## config.mk

```make
export PLATFORM = sky130hd
export DESIGN_NAME = glb_strm_launch_ctrl
export DESIGN_NICKNAME = d
export VERILOG_FILES = /design/src/rtl/glb_strm_launch_ctrl.sv
export SDC_FILE = /design/constraint.sdc
export NUM_CORES = 1
export LEC_CHECK = 0
export BUFFER_PORTS_ARGS = -buffer_cell sky130_fd_sc_hd__buf_2
export CORE_MARGIN = 3
export CORE_UTILIZATION = 60
export CTS_CLUSTER_SIZE = 30
export DETAILED_ROUTE_END_ITERATION = 16
export HOLD_SLACK_MARGIN = 0.1
export PLACE_DENSITY = 0.84
export SETUP_SLACK_MARGIN = 0.4
export SYNTH_ARGS = -nofsm -noshare
export SYNTH_HDL_FRONTEND = slang
export SYNTH_SLANG_ARGS = --single-unit
```

## constraint.sdc

```tcl
create_clock -name clk -period 10.2 [get_ports clk]
set_input_delay 0.51 -clock clk [delete_from_list [all_inputs] [get_ports clk]]
set_output_delay 0.51 -clock clk [all_outputs]
set_load 0.01 [all_outputs]
```

## src/rtl/glb_strm_launch_ctrl.sv

```systemverilog
// glb_strm_launch_ctrl
//   Launch scheduler for global_buffer tile kernels. Launch requests (kind + tile mask)
//   are queued in order. A request issues a one-cycle start pulse only when its tiles
//   are free. Per-tile busy state is tracked from interrupt pulses. Job completion and
//   timeout are reported per kind.
//
//   Ports
//     clk, reset                 clock, async active-high reset
//     flush                      sync clear of queue, busy, active and timers (no done)
//     cfg_timeout                cycles before an active job times out, 0 = disabled
//     req_valid/req_ready        request handshake (ready = queue not full)
//     req_kind, req_tile_mask    0=g2f 1=f2g 2=pcfg 3=illegal, target tiles
//     *_start_pulse              registered one-cycle start pulses to global_buffer
//     *_interrupt_pulse          completion pulses from global_buffer
//     busy_g2f/f2g/pcfg          per-tile outstanding kernel flags
//     done_pulse, done_err       per-kind job finished, done_err=1 if finished by timeout
//     err_illegal                sticky: an illegal-kind or zero-mask request was dropped

// Per-kind job tracker: active tile mask, timeout timer, done reporting.
// Only one job per kind can be active at once, so the active mask is also the
// per-tile busy vector for that kind.
module glb_strm_kind_trk #(
   parameter int NT        = 16,
   parameter int TMO_WIDTH = 24
) (
   input  logic                 clk,
   input  logic                 reset,
   input  logic                 flush,
   input  logic [TMO_WIDTH-1:0] cfg_timeout,
   input  logic                 launch,
   input  logic [NT-1:0]        launch_mask,
   input  logic [NT-1:0]        irq,
   output logic [NT-1:0]        active,
   output logic                 done,
   output logic                 done_err
);
   logic [TMO_WIDTH-1:0] timer;
   logic [NT-1:0]        act_nxt;
   logic                 tmo_hit;

   always_comb begin
      tmo_hit = (cfg_timeout != '0) && (active != '0) &&
                (timer == cfg_timeout - TMO_WIDTH'(1));
      // Interrupts on non-busy tiles fall out of the AND; a same-cycle launch set wins.
      act_nxt = tmo_hit ? '0 : (active & ~irq);
      if (launch) act_nxt = act_nxt | launch_mask;
   end

   always_ff @(posedge clk or posedge reset) begin
      if (reset) begin
         active   <= '0;
         timer    <= '0;
         done     <= 1'b0;
         done_err <= 1'b0;
      end else if (flush) begin
         active   <= '0;
         timer    <= '0;
         done     <= 1'b0;
         done_err <= 1'b0;
      end else begin
         active   <= act_nxt;
         done     <= (active != '0) && (act_nxt == '0);
         done_err <= tmo_hit;
         if (launch)
            timer <= '0;
         else if ((active != '0) && (timer != '1))
            timer <= timer + TMO_WIDTH'(1);
      end
   end
endmodule

module glb_strm_launch_ctrl #(
   parameter int NUM_GLB_TILES = 16,
   parameter int FIFO_DEPTH    = 4,
   parameter int TMO_WIDTH     = 24
) (
   input  logic                     clk,
   input  logic                     reset,
   input  logic                     flush,
   input  logic [TMO_WIDTH-1:0]     cfg_timeout,
   input  logic                     req_valid,
   output logic                     req_ready,
   input  logic [1:0]               req_kind,
   input  logic [NUM_GLB_TILES-1:0] req_tile_mask,
   output logic [NUM_GLB_TILES-1:0] strm_g2f_start_pulse,
   output logic [NUM_GLB_TILES-1:0] strm_f2g_start_pulse,
   output logic [NUM_GLB_TILES-1:0] pcfg_start_pulse,
   input  logic [NUM_GLB_TILES-1:0] strm_g2f_interrupt_pulse,
   input  logic [NUM_GLB_TILES-1:0] strm_f2g_interrupt_pulse,
   input  logic [NUM_GLB_TILES-1:0] pcfg_g2f_interrupt_pulse,
   output logic [NUM_GLB_TILES-1:0] busy_g2f,
   output logic [NUM_GLB_TILES-1:0] busy_f2g,
   output logic [NUM_GLB_TILES-1:0] busy_pcfg,
   output logic [2:0]               done_pulse,
   output logic [2:0]               done_err,
   output logic                     err_illegal
);
   localparam int NT = NUM_GLB_TILES;
   localparam int AW = $clog2(FIFO_DEPTH);

   typedef enum logic [1:0] {IDLE, CHECK, LAUNCH} state_t;

   // ---------------- request queue ----------------
   logic [1:0]    q_kind [FIFO_DEPTH];
   logic [NT-1:0] q_mask [FIFO_DEPTH];
   logic [AW:0]   wr_ptr, rd_ptr, count;
   logic          empty, push, pop;
   logic [1:0]    hd_kind;
   logic [NT-1:0] hd_mask;

   assign count     = wr_ptr - rd_ptr;
   assign empty     = (count == '0);
   assign req_ready = (count != (AW+1)'(FIFO_DEPTH));
   assign push      = req_valid && req_ready;
   assign hd_kind   = q_kind[rd_ptr[AW-1:0]];
   assign hd_mask   = q_mask[rd_ptr[AW-1:0]];

   always_ff @(posedge clk or posedge reset) begin
      if (reset) begin
         wr_ptr <= '0;
         rd_ptr <= '0;
      end else if (flush) begin
         wr_ptr <= '0;
         rd_ptr <= '0;
      end else begin
         if (push) wr_ptr <= wr_ptr + (AW+1)'(1);
         if (pop)  rd_ptr <= rd_ptr + (AW+1)'(1);
      end
   end

   // Storage needs no reset: entries are only read below the write pointer.
   always_ff @(posedge clk) begin
      if (push) begin
         q_kind[wr_ptr[AW-1:0]] <= req_kind;
         q_mask[wr_ptr[AW-1:0]] <= req_tile_mask;
      end
   end

   // ---------------- per-kind trackers ----------------
   logic [2:0][NT-1:0] act, irq, pulse;
   logic [2:0]         launch_k;

   assign irq[0] = strm_g2f_interrupt_pulse;
   assign irq[1] = strm_f2g_interrupt_pulse;
   assign irq[2] = pcfg_g2f_interrupt_pulse;

   for (genvar k = 0; k < 3; k++) begin : g_trk
      glb_strm_kind_trk #(.NT(NT), .TMO_WIDTH(TMO_WIDTH)) u_trk (
         .clk         (clk),
         .reset       (reset),
         .flush       (flush),
         .cfg_timeout (cfg_timeout),
         .launch      (launch_k[k]),
         .launch_mask (hd_mask),
         .irq         (irq[k]),
         .active      (act[k]),
         .done        (done_pulse[k]),
         .done_err    (done_err[k])
      );
   end

   assign busy_g2f  = act[0];
   assign busy_f2g  = act[1];
   assign busy_pcfg = act[2];

   // ---------------- head decode ----------------
   logic hd_illegal, blocked;

   always_comb begin
      hd_illegal = (hd_kind == 2'd3) || (hd_mask == '0);
      blocked    = 1'b0;
      case (hd_kind)
         2'd0:    blocked = (act[0] != '0) || ((hd_mask & act[2]) != '0);
         2'd1:    blocked = (act[1] != '0) || ((hd_mask & act[2]) != '0);
         2'd2:    blocked = (act[2] != '0) || ((hd_mask & (act[0] | act[1] | act[2])) != '0);
         default: blocked = 1'b0;
      endcase
   end

   // ---------------- scheduler FSM ----------------
   state_t state, state_nxt;
   logic   launch, illegal;

   always_ff @(posedge clk or posedge reset) begin
      if (reset) state <= IDLE;
      else       state <= state_nxt;
   end

   // IDLE decodes the head directly so an unblocked request launches without
   // an extra CHECK cycle; a blocked head parks the FSM in CHECK.
   always_comb begin
      state_nxt = state;
      pop       = 1'b0;
      launch    = 1'b0;
      illegal   = 1'b0;
      case (state)
         IDLE, CHECK: begin
            if (empty) begin
               state_nxt = IDLE;
            end else if (hd_illegal) begin
               pop       = 1'b1;
               illegal   = 1'b1;
               state_nxt = (count > (AW+1)'(1)) ? CHECK : IDLE;
            end else if (!blocked) begin
               pop       = 1'b1;
               launch    = 1'b1;
               state_nxt = LAUNCH;
            end else begin
               state_nxt = CHECK;
            end
         end
         LAUNCH:  state_nxt = empty ? IDLE : CHECK;
         default: state_nxt = IDLE;
      endcase
      if (flush) begin
         state_nxt = IDLE;
         pop       = 1'b0;
         launch    = 1'b0;
         illegal   = 1'b0;
      end
   end

   always_comb begin
      launch_k = '0;
      if (launch && hd_kind != 2'd3) launch_k[hd_kind] = 1'b1;
   end

   // Start pulses are registered so they appear for exactly the LAUNCH cycle.
   always_ff @(posedge clk or posedge reset) begin
      if (reset) begin
         pulse       <= '0;
         err_illegal <= 1'b0;
      end else begin
         for (int k = 0; k < 3; k++)
            pulse[k] <= launch_k[k] ? hd_mask : '0;
         if (illegal) err_illegal <= 1'b1;
      end
   end

   assign strm_g2f_start_pulse = pulse[0];
   assign strm_f2g_start_pulse = pulse[1];
   assign pcfg_start_pulse     = pulse[2];
endmodule

```

==> reports/metrics.csv <==
stage,metric,value,unit
floorplanning,Site Rows,55,
timing,RSZ-0062 raised after global routing,false,
global_route,largest net degree at the start of global routing,116,
cts,clk_lat worst skew,0.56,ns
routing,Final ANT Viol Nets,0,
worst_hold_path,Worst Hold Class,primary input to register,
power,Leakage,0.007037,µW
floorplanning,Die ar.,25480,µm²
synthesis,part of the Yosys area used for sequential elements,47.43,%
floorplanning,Die Y,159.6,µm
routing,WL final,46140,µm
global_route,global-route wire length before repair,70460,µm
synthesis,Synth async-reset ratio,71.65,%
routing,First DRT Iteration DRCs,1599,
placed_design,Routability Congestion,1.077,
cts,CTS Buf Count,27,
cells_and_area,"commonest cells after routing, fill and taps aside","197 x buf_2, 194 x nor2_1, 180 x dfrtp_1",
worst_hold_path,WHS Path Cells,1,
power,Net Switching,1662,µW
global_route,initial antenna violation count,1,
placed_design,dpl cell area,15250,µm²
setup_path,CP Buf/Inv Count,2,
synthesis,Avg Synthesized Cell Area,10.16,µm²
cells_and_area,final instance area,16230,µm²
routing,drt drc,0,
cts,post-CTS repair timing setup buffer count,0,
placed_design,dpl cells,1830,
power,logic gate share of total power,38.7,%
floorplanning,Core Region,22920,µm²
setup_path,worst reg2reg path endpoint,g_trk[0].u_trk.timer[2],
cells_and_area,register area,6719,µm²
cells_and_area,Multi-input gate area,6918,µm²
synthesis,Main synth FF type,dfrtp_1,
timing,fmax,199.7,MHz
power,clock group share of total power,26.3,%
power,sequential share of power,35.0,%
setup_path,CP endpoint kind,register,
timing,final-report setup violation count,0,
cells_and_area,n_diodes,0,
cts,clk slew on worst S/H paths,0.07,ns
cells_and_area,"commonest non-fill, non-tap cell in the layout",buf_2,
setup_path,CP max-delay cell,or4_1,
cts,post-CTS sizing,0,
setup_path,Worst EP required,10.60,ns
setup_path,Reg2Reg Setup Slack,5.19,ns
setup_path,Top delay family on crit path,simple AND/OR/NAND/NOR gates,
timing,final slew viol count,0,
setup_path,Worst Path Arrival,5.41,ns
synthesis,Post-Syn Area,14160,µm²
run_status,outcome,"complete, no violations",
global_route,grt total ovfl,0,
timing,post-route clock period utilization,49.09,%
setup_path,worst path cell trace,buf_4 > inv_1 > fa_1 > xnor3_1 > nor3b_1 > or2_2 > or3_1 > or4_1 > nand2_1 > nor2_1,
cells_and_area,P&R area growth vs syn,14.60,%
cts,CTS Hold Buffers Added,0,
cts,Root Buffer,clkbuf_16,
timing,Tmin final,5.007,ns
synthesis,Gate Count Post-Synth,1393,
timing,final hold viol count,0,
setup_path,CP peak stage delay,0.94,ns
routing,vias per cell,6.659,
timing,"Worst Setup Slack, final",5.193,ns
power,power per cell area,253.1,nW/µm²
setup_path,crit-path max FO,33,
power,worst vdd ir,199.0,µV
run,max-cap viol count,0,
routing,DR WL/cell,24.56,µm
cts,clock tree from TritonCTS,yes,
worst_hold_path,worst hold start,req_tile_mask[13],
setup_path,r2r startpoint,rd_ptr[1],
worst_hold_path,Hold EP,q_mask[2][13],
routing,DR pass1 iterations,8,
timing,setup TNS,0,ns
cells_and_area,Nets,1652,
synthesis,number of flops mapped to enable cells by yosys,72,
timing,Worst Tran Pin Value,1.310,ns
floorplanning,die width,159.6,µm
cts,H-tree depth,1,
routing,Via Count,12512,
synthesis,"flops & latches, synth",254,
placed_design,number of I/O port buffers,197,
cells_and_area,Layout Cells excl Fill,1879,
synthesis,Synth Warn #,0,
global_route,GR Util All Layers,35.30,%
global_route,vias in the first global route,11960,
floorplanning,Initial Utilization,61.79,%
cts,CTS sink cnt,254,
synthesis,Syn Nets,1499,
setup_path,critical path class,register to register,
synthesis,distinct cell type count after synthesis,80,
floorplanning,I/O pins,198,
cells_and_area,layout cells sized above 1,21.07,%
setup_path,R2R cell count,10,
cts,CTS max path bufs,3,
power,Net Sw Frac,40.47,%
timing,Clock Skew,0.02389,ns
power,Int Power,2445,µW
setup_path,startpoint class of the critical path,register,
placed_design,hpwl dp,34390,µm
timing,slew margin rel.,11.78,%
cells_and_area,FILL cells,1728,
placed_design,worst slack at placement,5.266,ns
state kept, by name, indices dropped and copies added (netlist names), 8 cells and up:
name / cells
q_kind: 8
g_trk.u_trk.timer: 72
strm_f2g_start_pulse: 16
pcfg_start_pulse: 16
q_mask: 64
strm_g2f_start_pulse: 16
g_trk.u_trk.active: 48
worst max path at each step:
stage / to / slack [ns] / cells after the start / startpoint
after floorplan: err_illegal / 4.75 / 1 / reset
after global placement: g_trk[0].u_trk.timer[8] / 5.42 / 10 / rd_ptr[1]
after detailed placement: g_trk[0].u_trk.timer[20] / 5.27 / 8 / rd_ptr[0]
after CTS: g_trk[0].u_trk.timer[2] / 5.26 / 10 / rd_ptr[1]
after global routing: g_trk[0].u_trk.timer[12] / 4.79 / 8 / rd_ptr[0]
final: g_trk[0].u_trk.timer[2] / 5.19 / 10 / rd_ptr[1]
final cells by class:
cell class                      count  share of cell area (%)
Multi-Input combinational cell   1016                   42.63
Sequential cell                   254                   41.41
Timing Repair Buffer              208                   6.585
Clock buffer                       33                   4.426
Tap cell                          313                   2.413
Clock inverter                     16                   1.604
Inverter                           39                  0.9330
power groups by stage:
stage	Sequential [µW]	Clock, µW	Combinational (µW)
6_report	1440	1080	1590
3_3_place_gp	1430	0	1510
2_1_floorplan	1400	0	968
5_1_grt	1450	1120	1680
4_1_cts	1420	1080	1560
3_5_place_dp	1440	0	1550
synthesized netlist by cell type, types with 14 or more instances:
| cell | n | share of area (%) |
|---|---|---|
| o21ai_0 | 33 | 1.2 |
| o22ai_1 | 36 | 1.6 |
| nor4_1 | 34 | 1.5 |
| mux4_2 | 18 | 2.9 |
| nand2_1 | 73 | 1.9 |
| mux2_2 | 22 | 1.7 |
| nand3_1 | 48 | 1.7 |
| nand4_1 | 46 | 2.0 |
| nor2_1 | 194 | 5.1 |
| xnor2_1 | 63 | 3.9 |
| clkbuf_1 | 55 | 1.5 |
| dfrtp_1 | 182 | 32 |
| edfxtp_1 | 72 | 15 |
| mux2i_1 | 23 | 1.6 |
| nor3_1 | 29 | 1.0 |
| buf_2 | 15 | 0.53 |
| xor2_1 | 76 | 4.7 |
| a21oi_1 | 23 | 0.81 |
| and3_1 | 18 | 0.80 |
| and2_1 | 14 | 0.62 |
| inv_1 | 37 | 0.98 |
| nand2b_1 | 40 | 1.8 |
logic make-up after synthesis:
logic type / share of synthesized area (%)
xor gates and xnor gates: 9.075
DFF: 47.43
muxes: 6.238
and+or+nand+nor: 21.78
AOI/OAI and AO/OA: 10.65
buffers and inverters: 3.711
adders and majority gates: 1.113
stage by stage:
step / power (µW) / utilization (%) / hold slack (ns)
2_1_floorplan: 2364 / - / 0.5025
3_3_place_gp: 2942 / 66.54 / 0.5288
3_5_place_dp: 2990 / 66.54 / 0.5028
4_1_cts: 4065 / 70.81 / 0.1436
5_1_grt: 4251 / 70.81 / 0.1646
6_report: 4107 / 70.81 / 0.1598
per-layer routing:
layer  wire (µm)  GRT usage, %  up-vias
met4        1852         13.05        2
met5           7             0        -
met1       18690         50.76     6161
li1            -             -     5390
met2       20710         53.81      818
met3        4882         6.822      141
Power figures use the tool's default switching activity.
